<file path="config.mk">
export PLATFORM = sky130hd
export DESIGN_NAME = channel_voice_pwm
export DESIGN_NICKNAME = d
export VERILOG_FILES = /design/src/rtl/voice_pkg.sv /design/src/rtl/voice_waveform_shaper.sv /design/src/rtl/channel_voice_pwm.sv
export SDC_FILE = /design/constraint.sdc
export NUM_CORES = 1
export LEC_CHECK = 0
export BUFFER_PORTS_ARGS = -buffer_cell sky130_fd_sc_hd__buf_4
export CORE_MARGIN = 2
export CORE_UTILIZATION = 55
export CTS_BUF_LIST = sky130_fd_sc_hd__clkbuf_8
export DETAILED_ROUTE_END_ITERATION = 8
export PLACE_DENSITY = 0.74
export SYNTH_ARGS = -nofsm -noshare
export SYNTH_HDL_FRONTEND = slang
export SYNTH_SLANG_ARGS = --single-unit
</file>
<file path="constraint.sdc">
create_clock -name i_clk -period 13.7 [get_ports i_clk]
set_input_delay 2.74 -clock i_clk [delete_from_list [all_inputs] [get_ports i_clk]]
set_output_delay 2.74 -clock i_clk [all_outputs]
set_load 0.02 [all_outputs]
</file>
<file path="src/rtl/voice_pkg.sv">
// Shared constants for the channel voice back end: waveform selectors and datapath widths.
package voice_pkg;

  localparam logic [1:0] WAVE_SQUARE = 2'd0;
  localparam logic [1:0] WAVE_SAW    = 2'd1;
  localparam logic [1:0] WAVE_TRI    = 2'd2;
  localparam logic [1:0] WAVE_NOISE  = 2'd3;

  localparam int PHASE_W  = 32;
  localparam int TOP_W    = 8;
  localparam int SAMPLE_W = 8;
  localparam int LFSR_W   = 15;

  typedef logic [1:0] wave_sel_t;

endpackage

</file>
<file path="src/rtl/voice_waveform_shaper.sv">
// Combinational waveform shaper: maps the phase MSB byte (or the noise bit) to an 8-bit sample.
module voice_waveform_shaper
  import voice_pkg::*;
(
  input  logic [1:0]          wave_sel,
  input  logic [SAMPLE_W-1:0] phase_msb,
  input  logic                lfsr_bit,
  output logic [SAMPLE_W-1:0] sample
);

  always_comb begin
    sample = '0;
    case (wave_sel)
      WAVE_SQUARE: sample = phase_msb[7] ? 8'hFF : 8'h00;
      WAVE_SAW:    sample = phase_msb;
      // fold the upper half so the ramp goes up then back down
      WAVE_TRI:    sample = phase_msb[7] ? ~{phase_msb[6:0], 1'b0} : {phase_msb[6:0], 1'b0};
      WAVE_NOISE:  sample = {SAMPLE_W{lfsr_bit}};
      default:     sample = '0;
    endcase
  end

endmodule

</file>
<file path="src/rtl/channel_voice_pwm.sv">
// One sound channel: phase accumulator and noise LFSR feed the shaper, whose sample is
// latched at each PWM period boundary and turned into a duty-scaled pin drive.
module channel_voice_pwm
  import voice_pkg::*;
#(
  parameter logic [LFSR_W-1:0] LFSR_SEED = 15'h0001
) (
  input  logic                i_clk,
  input  logic                i_rst,
  input  logic [TOP_W-1:0]    i_top,
  input  logic                i_top_valid,
  input  logic [PHASE_W-1:0]  i_phase_delta,
  input  logic [1:0]          i_wave_sel,
  input  logic                i_enable,
  output logic                o_pwm,
  output logic [SAMPLE_W-1:0] o_sample,
  output logic                o_sample_valid
);

  logic [PHASE_W-1:0]  r_delta;
  logic [PHASE_W-1:0]  r_phase;
  logic [PHASE_W:0]    phase_sum;
  logic [LFSR_W-1:0]   r_lfsr;
  logic [TOP_W-1:0]    r_count;
  logic [TOP_W-1:0]    r_top;
  logic [TOP_W-1:0]    r_pending;
  logic [SAMPLE_W-1:0] r_compare;

  logic                boundary;
  logic [TOP_W-1:0]    top_next;
  logic [TOP_W:0]      top_plus1;
  logic [SAMPLE_W-1:0] shaped;
  logic [SAMPLE_W-1:0] sample_next;
  logic [SAMPLE_W-1:0] compare_next;

  assign phase_sum = {1'b0, r_phase} + {1'b0, r_delta};
  assign boundary  = (r_count == r_top);

  // a top written on the boundary cycle itself must govern the period that starts next
  assign top_next  = (i_top_valid && boundary) ? i_top : r_pending;
  assign top_plus1 = {1'b0, top_next} + {{TOP_W{1'b0}}, 1'b1};

  voice_waveform_shaper u_shaper (
    .wave_sel  (i_wave_sel),
    .phase_msb (r_phase[PHASE_W-1 -: SAMPLE_W]),
    .lfsr_bit  (r_lfsr[0]),
    .sample    (shaped)
  );

  // a resting voice (zero delta) emits silence regardless of waveform
  assign sample_next = (r_delta == '0) ? '0 : shaped;

  // 8x9 product scaled back by 256; full-scale sample with top FF yields FF
  assign compare_next = 8'((17'(sample_next) * 17'(top_plus1)) >> 8);

  always_ff @(posedge i_clk or posedge i_rst) begin
    if (i_rst) begin
      r_delta <= '0;
      r_phase <= '0;
      r_lfsr  <= LFSR_SEED;
    end else begin
      r_delta <= i_phase_delta;
      r_phase <= phase_sum[PHASE_W-1:0];
      if (phase_sum[PHASE_W]) begin
        r_lfsr <= {r_lfsr[LFSR_W-2:0], r_lfsr[14] ^ r_lfsr[13]};
      end
    end
  end

  always_ff @(posedge i_clk or posedge i_rst) begin
    if (i_rst) begin
      r_count   <= '0;
      r_top     <= 8'hFF;
      r_pending <= 8'hFF;
    end else begin
      if (i_top_valid) begin
        r_pending <= i_top;
      end
      if (boundary) begin
        r_count <= '0;
        r_top   <= top_next;
      end else begin
        r_count <= r_count + 1'b1;
      end
    end
  end

  always_ff @(posedge i_clk or posedge i_rst) begin
    if (i_rst) begin
      r_compare      <= '0;
      o_sample       <= '0;
      o_sample_valid <= 1'b0;
      o_pwm          <= 1'b0;
    end else begin
      o_sample_valid <= boundary;
      o_pwm          <= i_enable & (r_count < r_compare);
      if (boundary) begin
        o_sample  <= sample_next;
        r_compare <= compare_next;
      end
    end
  end

endmodule

</file>
==> results_dict.tcl <==
set metrics [dict create \
    status "finished, final reports clean" \
    grt_use_total_pct 22.5 \
    ys_seq_area_share_pct 37.3 \
    wl_per_cell_um 16.0 \
    path_clk_slew_ns 0.08 \
    min_period_ns 8.62 \
    gp_congestion 0.869 \
    hold_class "register to register" \
    start_util_pct 56.3 \
    yosys_most_used_dff "dfrtp_1" \
    relSlewSlack_pct 29.8 \
    timing_hold_violations_final 0 \
    cts_resized 0 \
    dr_wl_met2_um 8910 \
    ys_warn_count 0 \
    firstDrtPassIters 7 \
    vdd_drop_max_v 0.000186 \
    path_max_fanout 15 \
    timing.hold.ws_ns 0.465 \
    drc 0 \
    fp.dieArea_um2 15900 \
    grt_pass1_wl_um 28800 \
    worstMarginPinSlew_ns 1.05 \
    vias_per_cell 5.58 \
    critPathLaunch "i_top_valid" \
    wl_met1_um 7110 \
    syn_area_per_cell_um2 10.2 \
    fp.coreArea_um2 14500 \
    cts-root-buf "clkbuf_8" \
    synth_edf_count 0 \
    die_h_um 126 \
    clockBufferDepth 2 \
    route.met3.wl_um 563 \
    grt_pass1_vias 6204 \
    r2r_end "r_compare[6]" \
    wl_um 16800 \
    endpoint "r_compare[6]" \
    powerDensity_nw_per_um2 242 \
    slew_violations 0 \
    reg2reg_slack_ns 6.23 \
    ant_nets 0 \
    finish.utilization_pct 62.9 \
    worstPathRequired_ns 14.02 \
    timing.rr.start "r_count[0]" \
    reg2reg_depth 25 \
    fp-row-count 44 \
    synthArstFlopShare_pct 100 \
    worstPathArrival_ns 8.94 \
    syn2layout_area_growth_pct 11.9 \
    finalCritPeriodShare_pct 62.9 \
    ios 56 \
    holdBufCountCts 0 \
    drt_iter0_drc 325 \
    synth_nets 959 \
    htree_levels 4 \
    grt_remaining_overflow 0 \
    clock_latency_ns 0.44 \
    grt_max_degree 87 \
    insertedDiodeCount 0 \
    fp.dieW_um 126 \
    ys_types 65 \
    top_layer "met4" \
    critical_path_class "input pin to register" \
    synthesis.area_um2 8180 \
    synth_cells 799 \
    clock_sinks 121 \
    fmax_ghz 0.116 \
    num_vias 5886 \
    leakage_nw 4.59 \
    dp_hpwl_um 12700 \
    setup_viol 0 \
    synthTopCellsByArea "dfrtp_1 32%, ha_1 11%, fa_1 10%, dfstp_2 5.5%, nor2_1 3.9%" \
    ys_ff_latch 121 \
    antenna_found_initial 0 \
    endpoint_kind "register" \
    cts_buffers 17 \
    portBuffers 55 \
    cts_tree "yes" \
    clock_skew_ns 0.0149 \
    yosysTopAreaCellShare_pct 31.8 \
    drive_above_1_share_pct 18.4 \
    synth_largest_area_cell "dfrtp_1" \
    layout.nets 1017 \
    post_cts_buffers 0 \
    cap_violations 0 \
    critPathLaunchType "input pin" \
    rsz0062_at_grt "false" \
    finalSetupTns_ns 0 \
]
[worst max-delay path: stages]
cell and delay (ns):
buf_4 0.16, nand3_2 0.31, mux2i_1 0.26, inv_2 0.17, ha_1 0.22, and3_1 0.21, nand3_1 0.09, mux2i_1 0.23
xor2_1 0.58, nor2_1 0.15, fa_1 0.54, fa_1 0.44, fa_1 0.54, inv_1 0.05, fa_1 0.53, inv_1 0.04
ha_1 0.32, nand2_1 0.10, nor4_1 0.05, a221o_1 0.40, a211o_1 0.33, a21oi_1 0.22, xor2_1 0.19, o21ai_1 0.07
[cell type report]
| cell class | count | area, um^2 |
|---|---|---|
| Timing Repair Buffer | 57 | 428 |
| Tap cell | 184 | 230 |
| Clock inverter | 13 | 128 |
| Clock buffer | 19 | 262 |
| Fill cell | 1210 | 5390 |
| Inverter | 64 | 243 |
| Sequential cell | 121 | 3050 |
| Multi-Input combinational cell | 596 | 4810 |
[how the worst min path moves through the flow]
| stage | startpoint | end | slack (ns) | depth (start not counted) |
|---|---|---|---|---|
| floorplan | r_phase[0] | r_phase[0] | 0.44 | 1 |
| global placement | r_top[3] | r_top[3] | 0.45 | 2 |
| detailed placement | r_top[2] | r_top[2] | 0.46 | 2 |
| CTS | r_top[2] | r_top[2] | 0.47 | 2 |
| global route | r_top[1] | r_top[1] | 0.49 | 2 |
| finish | r_top[2] | r_top[2] | 0.46 | 2 |
[routing by layer]
metal | up-vias | GRT usage [%]
met3 | 23 | 4.72
met4 | 0 | 6.79
met1 | 2913 | 27.3
li1 | 2851 | -
met5 | - | 0
met2 | 99 | 40.3
[report_power, final]
| part | switching (mW) | internal, mW |
|---|---|---|
| registers | 0.0391 | 0.421 |
| clock network | 0.147 | 0.170 |
| logic | 0.801 | 0.631 |
[layout by cell type (no fill, tap or decap), drive strengths merged, types with 6 or more instances in the layout]
cell    Yosys  routed
a21o       23      23
xor2       29      29
clkinv      1       8
a211oi      6       6
clkbuf     14      19
nor4       11      11
dfstp      17      17
nor3        7       7
a21oi      35      35
xnor2      33      33
o21ai      42      42
nand2      63      63
ha         73      73
nor2b       6       6
inv        63      67
nor2       84      84
fa         41      41
or2        16      16
and3        8       8
dfrtp     104     104
mux2i       8       8
buf         4      57
nand3      16      16
mux2       25      25
nand2b      8       8
nand4       9       9
[cells in the mapped netlist, types with 10 or more instances]
| cell type | instances |
|---|---|
| o21ai_0 | 32 |
| dfstp_2 | 17 |
| nor2_1 | 84 |
| nand2_1 | 63 |
| nor4_1 | 11 |
| a21oi_1 | 33 |
| xnor2_1 | 33 |
| xor2_1 | 28 |
| inv_1 | 62 |
| mux2_2 | 15 |
| ha_1 | 73 |
| or2_2 | 14 |
| nand3_1 | 14 |
| fa_1 | 41 |
| dfrtp_1 | 104 |
| mux2_4 | 10 |
| a21o_1 | 23 |
| clkbuf_1 | 14 |
[sequential cells by signal, indices dropped and copies added (netlist names)]
register,cells
r_top,8
r_phase,32
r_delta,32
r_lfsr,15
r_count,8
o_pwm,1
r_pending,8
r_compare,8
o_sample,8
o_sample_valid,1
[stage by stage]
stage / power, mW / instances / cell area (um^2) / worst slack, ns
after floorplan: 1.59 / 799 / 8180 / 5.54
after global placement: 1.81 / 1022 / 8760 / 4.94
after detailed placement: 1.88 / 1022 / 8760 / 4.70
after CTS: 2.22 / 1054 / 9150 / 5.10
after global routing: 2.42 / 1054 / 9150 / 4.66
final: 2.21 / 1054 / 9150 / 5.08
[cells by family after synthesis]
group	after synthesis	synth area share [%]
adder cells (fa/ha/maj)	114	21.2
XOR/XNOR	62	6.73
AND/OR/NAND/NOR	244	14.4
multiplexers	33	4.88
AO/OA/AOI/OAI	143	11.6
flip-flops	121	37.3
buffers and inverters	82	3.90
No activity file was read; power rests on OpenSTA's default activity.
